**config.mk**
```make
export PLATFORM = sky130hd
export DESIGN_NAME = alarm_sequencer
export DESIGN_NICKNAME = d
export VERILOG_FILES = /design/src/rtl/alarm_sequencer.sv
export SDC_FILE = /design/constraint.sdc
export NUM_CORES = 1
export LEC_CHECK = 0
export BUFFER_PORTS_ARGS = -buffer_cell sky130_fd_sc_hd__buf_2
export CORE_ASPECT_RATIO = 1.4
export CORE_MARGIN = 2
export CORE_UTILIZATION = 50
export CTS_CLUSTER_SIZE = 8
export DETAILED_ROUTE_END_ITERATION = 10
export GPL_TIMING_DRIVEN = 0
export PLACE_DENSITY_LB_ADDON = 0.12
export SYNTH_ARGS = -nofsm -noshare
export SYNTH_HDL_FRONTEND = slang
export SYNTH_SLANG_ARGS = --single-unit
```
**constraint.sdc**
```tcl
create_clock -name i_clk -period 2 [get_ports i_clk]
set_input_delay 0.4 -clock i_clk [delete_from_list [all_inputs] [get_ports i_clk]]
set_output_delay 0.4 -clock i_clk [all_outputs]
set_load 0.02 [all_outputs]
```
**src/rtl/alarm_sequencer.sv**
```systemverilog
// Alarm-clock buzzer sequencer: arms, rings on a fresh time==alarm match, handles snooze/stop.
// Optional day-of-week gating of the trigger is enabled by defining ALARM_DAYMASK_EN.
module alarm_sequencer #(
    parameter int RING_SEC   = 60,
    parameter int SNOOZE_SEC = 540,
    parameter int MAX_SNOOZE = 3,
    parameter int ND         = 7
) (
    input  logic          i_clk,
    input  logic          i_rst,
    input  logic          i_alarm_on,
    input  logic          i_match,
    input  logic [2:0]    i_tday,
    input  logic [ND-1:0] i_day_mask,
    input  logic          i_snooze_req,
    input  logic          i_stop_req,
    output logic          o_buzz,
    output logic [1:0]    o_state,
    output logic [1:0]    o_snooze_cnt,
    output logic [9:0]    o_timer
);
    // state   | meaning
    // IDLE    | alarm switched off
    // ARMED   | waiting for a fresh time==alarm match
    // RINGING | buzzer driven, ring timeout counting down
    // SNOOZE  | buzzer quiet, snooze interval counting down
    typedef enum logic [1:0] {
        S_IDLE    = 2'b00,
        S_ARMED   = 2'b01,
        S_RINGING = 2'b10,
        S_SNOOZE  = 2'b11
    } state_t;

    localparam logic [9:0] RING_LOAD   = 10'(RING_SEC - 1);
    localparam logic [9:0] SNOOZE_LOAD = 10'(SNOOZE_SEC - 1);
    localparam logic [1:0] CNT_MAX     = 2'(MAX_SNOOZE);

    state_t     r_state;
    logic [9:0] r_timer;
    logic [1:0] r_snooze_cnt;
    logic       r_match_d;
    logic       r_buzz;

    state_t     w_next_state;
    logic [9:0] w_next_timer;
    logic [1:0] w_next_cnt;
    logic       w_day_ok;
    logic       w_trig;

`ifdef ALARM_DAYMASK_EN
    // Out-of-range day numbers never allow a trigger.
    assign w_day_ok = (32'(i_tday) < ND) ? i_day_mask[i_tday] : 1'b0;
`else
    logic w_unused_day;
    assign w_unused_day = ^{i_tday, i_day_mask};
    assign w_day_ok     = 1'b1;
`endif

    assign w_trig = i_match & ~r_match_d & w_day_ok;

    always_comb begin
        w_next_state = r_state;
        w_next_timer = r_timer;
        w_next_cnt   = r_snooze_cnt;
        case (r_state)
            S_IDLE: begin
                if (i_alarm_on) w_next_state = S_ARMED;
            end
            S_ARMED: begin
                if (!i_alarm_on) begin
                    w_next_state = S_IDLE;
                    w_next_cnt   = '0;
                end else if (w_trig) begin
                    w_next_state = S_RINGING;
                    w_next_timer = RING_LOAD;
                    w_next_cnt   = '0;
                end
            end
            S_RINGING: begin
                if (!i_alarm_on) begin
                    w_next_state = S_IDLE;
                    w_next_timer = '0;
                    w_next_cnt   = '0;
                end else if (i_stop_req) begin
                    w_next_state = S_ARMED;
                    w_next_timer = '0;
                end else if (i_snooze_req && (r_snooze_cnt < CNT_MAX)) begin
                    w_next_state = S_SNOOZE;
                    w_next_timer = SNOOZE_LOAD;
                    w_next_cnt   = r_snooze_cnt + 2'd1;
                end else if (i_snooze_req || (r_timer == '0)) begin
                    // Snooze budget exhausted behaves as stop; timeout auto-silences.
                    w_next_state = S_ARMED;
                    w_next_timer = '0;
                end else begin
                    w_next_timer = r_timer - 10'd1;
                end
            end
            S_SNOOZE: begin
                if (!i_alarm_on) begin
                    w_next_state = S_IDLE;
                    w_next_timer = '0;
                    w_next_cnt   = '0;
                end else if (i_stop_req) begin
                    w_next_state = S_ARMED;
                    w_next_timer = '0;
                end else if (r_timer == '0) begin
                    w_next_state = S_RINGING;
                    w_next_timer = RING_LOAD;
                end else begin
                    w_next_timer = r_timer - 10'd1;
                end
            end
            default: begin
                w_next_state = S_IDLE;
                w_next_timer = '0;
                w_next_cnt   = '0;
            end
        endcase
    end

    always_ff @(posedge i_clk or negedge i_rst) begin
        if (!i_rst) begin
            r_state      <= S_IDLE;
            r_timer      <= '0;
            r_snooze_cnt <= '0;
            r_match_d    <= 1'b0;
            r_buzz       <= 1'b0;
        end else begin
            r_state      <= w_next_state;
            r_timer      <= w_next_timer;
            r_snooze_cnt <= w_next_cnt;
            r_match_d    <= i_match;
            r_buzz       <= (w_next_state == S_RINGING);
        end
    end

    assign o_buzz       = r_buzz;
    assign o_state      = r_state;
    assign o_snooze_cnt = r_snooze_cnt;
    assign o_timer      = r_timer;
endmodule
```
# After elaboration in Yosys (flattened, before gate mapping)
# Index checks and enable logic that the tools add are counted.
# Widths: inputs -> output; s select.
[word_totals]
ff_bits = 16
in_bits = 16
out_inout_bits = 15
[op_classes]
n_addsub = 2
n_lt_le_gt_ge = 1
n_eq_ne = 10
mux = 28
bitwise = 2
n_reduce_logical = 7
[op_table]
columns = ["cell", "n"]
rows = [
  ["$mux 10", 9],
  ["$mux 2", 16],
  ["$pmux 10 s3", 1],
  ["$logic_not 10->1", 1],
  ["$sub 10x1->10 const B", 1],
  ["$ne 3x3->1 const B", 3],
  ["$pmux 2 s4", 1],
  ["$eq 2x2->1 const B", 3],
  ["$ne 2x2->1 const B", 3],
  ["$pmux 2 s3", 1],
  ["$reduce_and 5->1", 1],
  ["$reduce_and 3->1", 1],
  ["$reduce_bool 3->1", 1],
  ["$add 2x1->2 const B", 1],
  ["$eq 2x1->1 const B", 1],
  ["$logic_not 2->1", 1],
  ["$lt 2x2->1 const B", 1],
  ["$and 1x1->1", 1],
  ["$logic_and 1x1->1", 1],
  ["$logic_or 1x1->1", 1],
  ["$not 1->1", 1],
]

# Longest topological paths before layout
[logic_depth]
word_depth = 8
depth_mapped = 7

# Worst setup path before layout
# No wires, ideal clock.
[synth_timing]
path_kind = "register to register"
startpoint = "register r_timer[0], in the netlist o_timer[0]"
endpoint = "register r_timer[5], in the netlist o_timer[5]"
t_arrival_ps = 1696
slack_ps = 168
stages_incl_launch_ff = 8
period_less_slack_ps = 1832
cell_sequence = "dfrtp_1 > inv_1 > ha_1 > and3b_1 > and4_1 > buf_4 > a2111oi_0 > nor3_1"
[synth_between]
elab_chain_cells = 7
[synth_rtl]
columns = ["item", "line", "rtl"]
rows = [
  ["start, declared", "39", "logic [9:0] r_timer;"],
  ["start signal, assigned", "131", "r_timer <= w_next_timer;"],
  ["parallel branches: the longest is 6 deep, another holds $sub 10x1->10", "-", ""],
  ["$pmux 10 s3 *", "65", "case (r_state)"],
]
# Every way passes the cells marked *.
# A chain may end at the register's enable or synchronous reset.

# Final worst setup path
[layout_timing]
startpoint = "register r_timer[5], in the netlist o_timer[5]"
endpoint = "register r_timer[1], in the netlist o_timer[1]"
[layout_between]
elab_chain_cells = 7
[layout_rtl]
columns = ["item", "line", "rtl"]
rows = [
  ["$logic_not 10->1 *", "91, 107", ""],
  ["$logic_or 1x1->1", "91", "end else if (i_snooze_req || (r_timer == '0)) begin"],
  ["$mux 10", "91", ""],
  ["$mux 10", "87", "end else if (i_snooze_req && (r_snooze_cnt < CNT_MAX)) begin"],
  ["$mux 10", "84", "end else if (i_stop_req) begin"],
  ["$mux 10", "80", "if (!i_alarm_on) begin"],
  ["$pmux 10 s3 *", "65", ""],
]
# Every way passes the cells marked *; elsewhere a longest branch is shown, timed or not.

==> flow_summary.ini <==
[status]
status = complete, but fails checks
violations = negative hold slack

[clock_tree]
cts_tree = done
cts-root-buf = clkbuf_4
ctsHoldBuffers = 0
cts_buffers = 3
clk_path_buf_depth = 2
path_clk_slew_ns = 0.10
cts_resized = 0
htreeDepth = 1
postCtsSetupBuffers = 0
clock_latency_ns = 0.30
cts.sinks = 16

[power_and_ir_drop]
leakage_nw = 0.5502
p_sw_share_pct = 42.39
p_switching_mw = 0.4885
peakVddDrop_v = 0.0006787
p_comb_share_pct = 39.8
power.internal_mw = 0.6639
power_frac_seq_pct = 41.0
powerDensity_nw_per_um2 = 956.5
p_clk_share_pct = 19.2

[finish]
syn_to_final_growth_pct = 15.61
final_area_um2 = 1205
fin_nets = 154
drive_gt1_share_pct = 26.87
antenna_cells = 0
fillers = 185

[timing]
fmax_mhz = 544.8
slew_headroom_pct = 69.22
clock_skew_ns = 0.003602
tightest_slew_ns = 0.4607
slew_viol_final = 0
setup-violations-final = 0
final.min_clock_period_ns = 1.836
whs_ns = -0.001428
rsz0062_at_grt = false
hold_viol_final = 1
fin_crit_sh_pct = 91.78
finalSetupTns_ns = 0

[route]
routedWlPerCell_um = 15.45
routed_wl_um = 2394
drt_iter0_drc = 21
via_per_inst = 6.252
drtPass1Iterations = 4
postRouteAntennaNets = 0
dr_total_vias = 969
drt_drc_violations_left = 0

[floorplanning]
placementRows = 19
fp.dieH_um = 58.02
core_area_um2 = 1973
die_w_um = 42.59
ios = 31
initial_core_util_pct = 52.82
die_area_um2 = 2471

[synth]
yosys_warnings = 0
synth_area_leaders = dfrtp_1 (38%), ha_1 (3.6%), a31oi_1 (3.0%)
synth.largest_area_cell = dfrtp_1
yosysSeqAreaShare_pct = 38.42
synth_edf_count = 0
synthCells = 110
ys_seq_elements = 16
synth_area_um2 = 1042
synth_area_per_cell_um2 = 9.475
synth_cell_types = 45
syn-num-nets = 129
yosys.area.top_type_share_pct = 38.42
async_flop_share_pct = 100.0
synth_ff_type = dfrtp_1
netlist_top_cells_count = dfrtp_1 (16), inv_1 (8), nand2_1 (6), nand3_1 (6), nor2_1 (6)
yosysMostFrequentCell = dfrtp_1

[setup_path]
r2r-end = o_timer[1]
cp.arrival_ns = 2.05
r2r_cells = 4
end_kind = flip-flop
critPathMaxFanout = 9
r2r_slack_ns = 0.16
critPathLaunchType = flip-flop
rr_startpoint = o_timer[5]
cp.required_ns = 2.21
path_class = flip-flop to flip-flop

[grt]
grt_max_degree = 17
busiest_layer = met2
grtUsageMet1_pct = 24.65
use_met3_pct = 1.869
grt_first_pass_wirelength_um = 3974
grt-ovfl-total = 0
grt_pass1_vias = 930
gr-usage-all-layers_pct = 21.18
antenna_found_initial = 0
use_met2_pct = 38.46

[place]
dpl_cell_area_um2 = 1169
dp_hpwl_um = 1817
place.gp.congestion = 0.8127
numPortBuffers = 20

[job]
maxCapViolCount = 0

[hold_path]
min_path_type = input port to async pin
==> worst max-delay path by stage <==
| stage | cells after the start | slack [ns] | start | end |
|---|---|---|---|---|
| finish | 4 | 0.16 | o_timer[5] | o_timer[1] |
| global route | 7 | 0.02 | o_timer[0] | o_timer[5] |
| CTS | 4 | 0.17 | o_timer[5] | o_timer[1] |
| detailed placement | 7 | 0.19 | o_timer[0] | o_timer[5] |
| global placement | 7 | 0.23 | o_timer[0] | o_timer[5] |
| floorplan | 7 | 0.17 | o_timer[0] | o_timer[5] |
==> flip-flops by register name, indices dropped and copies added (netlist names) <==
| register | cells |
|---|---|
| o_buzz | 1 |
| o_snooze_cnt | 2 |
| o_state | 2 |
| o_timer | 10 |
| r_match_d | 1 |
==> area by class of cell <==
type                       instances  area (um2)  area share [%]
buffer                             4       20.02           1.661
multi-input combinational         82       591.8           49.12
clock buffer                       4       36.28           3.011
sequential                        16       400.4           33.23
timing repair buffer              20       100.1           8.307
tap                               21       26.28           2.181
inverter                           8       30.03           2.492
==> critical path: stages, from the launching register on <==
cell and delay (ns):
dfrtp_1 0.50, nor4_4 0.51, nand3_4 0.21, a211o_1 0.33, o211ai_1 0.19
==> cells in the final DEF, fill, tap and decap left out, types with 3 or more instances in the layout <==
master    instances
nand2_1           6
nor2_1            6
ha_1              3
clkbuf_4          3
inv_1             8
buf_2            21
a211oi_1          3
a31oi_1           5
nand3_1           6
dfrtp_1          16
o21ai_0           4
o22ai_1           4
a21oi_1           4
nor3_1            5
==> power by group through the flow <==
| stage | clock, mW | sequential [mW] | combinational (mW) |
|---|---|---|---|
| global placement | 0 | 0.473 | 0.448 |
| detailed placement | 0 | 0.480 | 0.458 |
| global route | 0.234 | 0.484 | 0.507 |
| floorplan | 0 | 0.531 | 0.266 |
| finish | 0.221 | 0.473 | 0.459 |
| CTS | 0.226 | 0.473 | 0.461 |
==> cell families (layout without fill, tap and decap cells) <==
family,after synthesis,count (layout),synth area share [%]
xor gates and xnor gates,1,1,0.8405
and+or+nand+nor,45,45,29.65
buffers and inverters,12,36,4.802
AOI/OAI and AO/OA,32,32,21.61
DFF,16,16,38.41
adders and majority gates,3,3,3.602
muxes,1,1,1.080
==> per-layer routing <==
metal	up-vias	share of wire (%)
met3	5	3.2
li1	469	-
met2	26	53
met1	469	42
met4	0	2.1
met5	-	0
==> per-stage QoR <==
| step | worst slack (ns) | hold slack (ns) | total power [mW] | utilization, % | cells |
|---|---|---|---|---|---|
| after global routing | 0.02139 | 0.03321 | 1.224 | 61.07 | 155 |
| after detailed placement | 0.1935 | 0.3347 | 0.9380 | 59.23 | 151 |
| final | 0.1644 | -0.001428 | 1.152 | 61.07 | 155 |
| after CTS | 0.1748 | 0.008749 | 1.160 | 61.07 | 155 |
| after global placement | 0.2255 | 0.3348 | 0.9216 | 59.23 | 151 |
| after floorplan | 0.1683 | 0.1044 | 0.7961 | - | 110 |
Power figures use the tool's default switching activity.
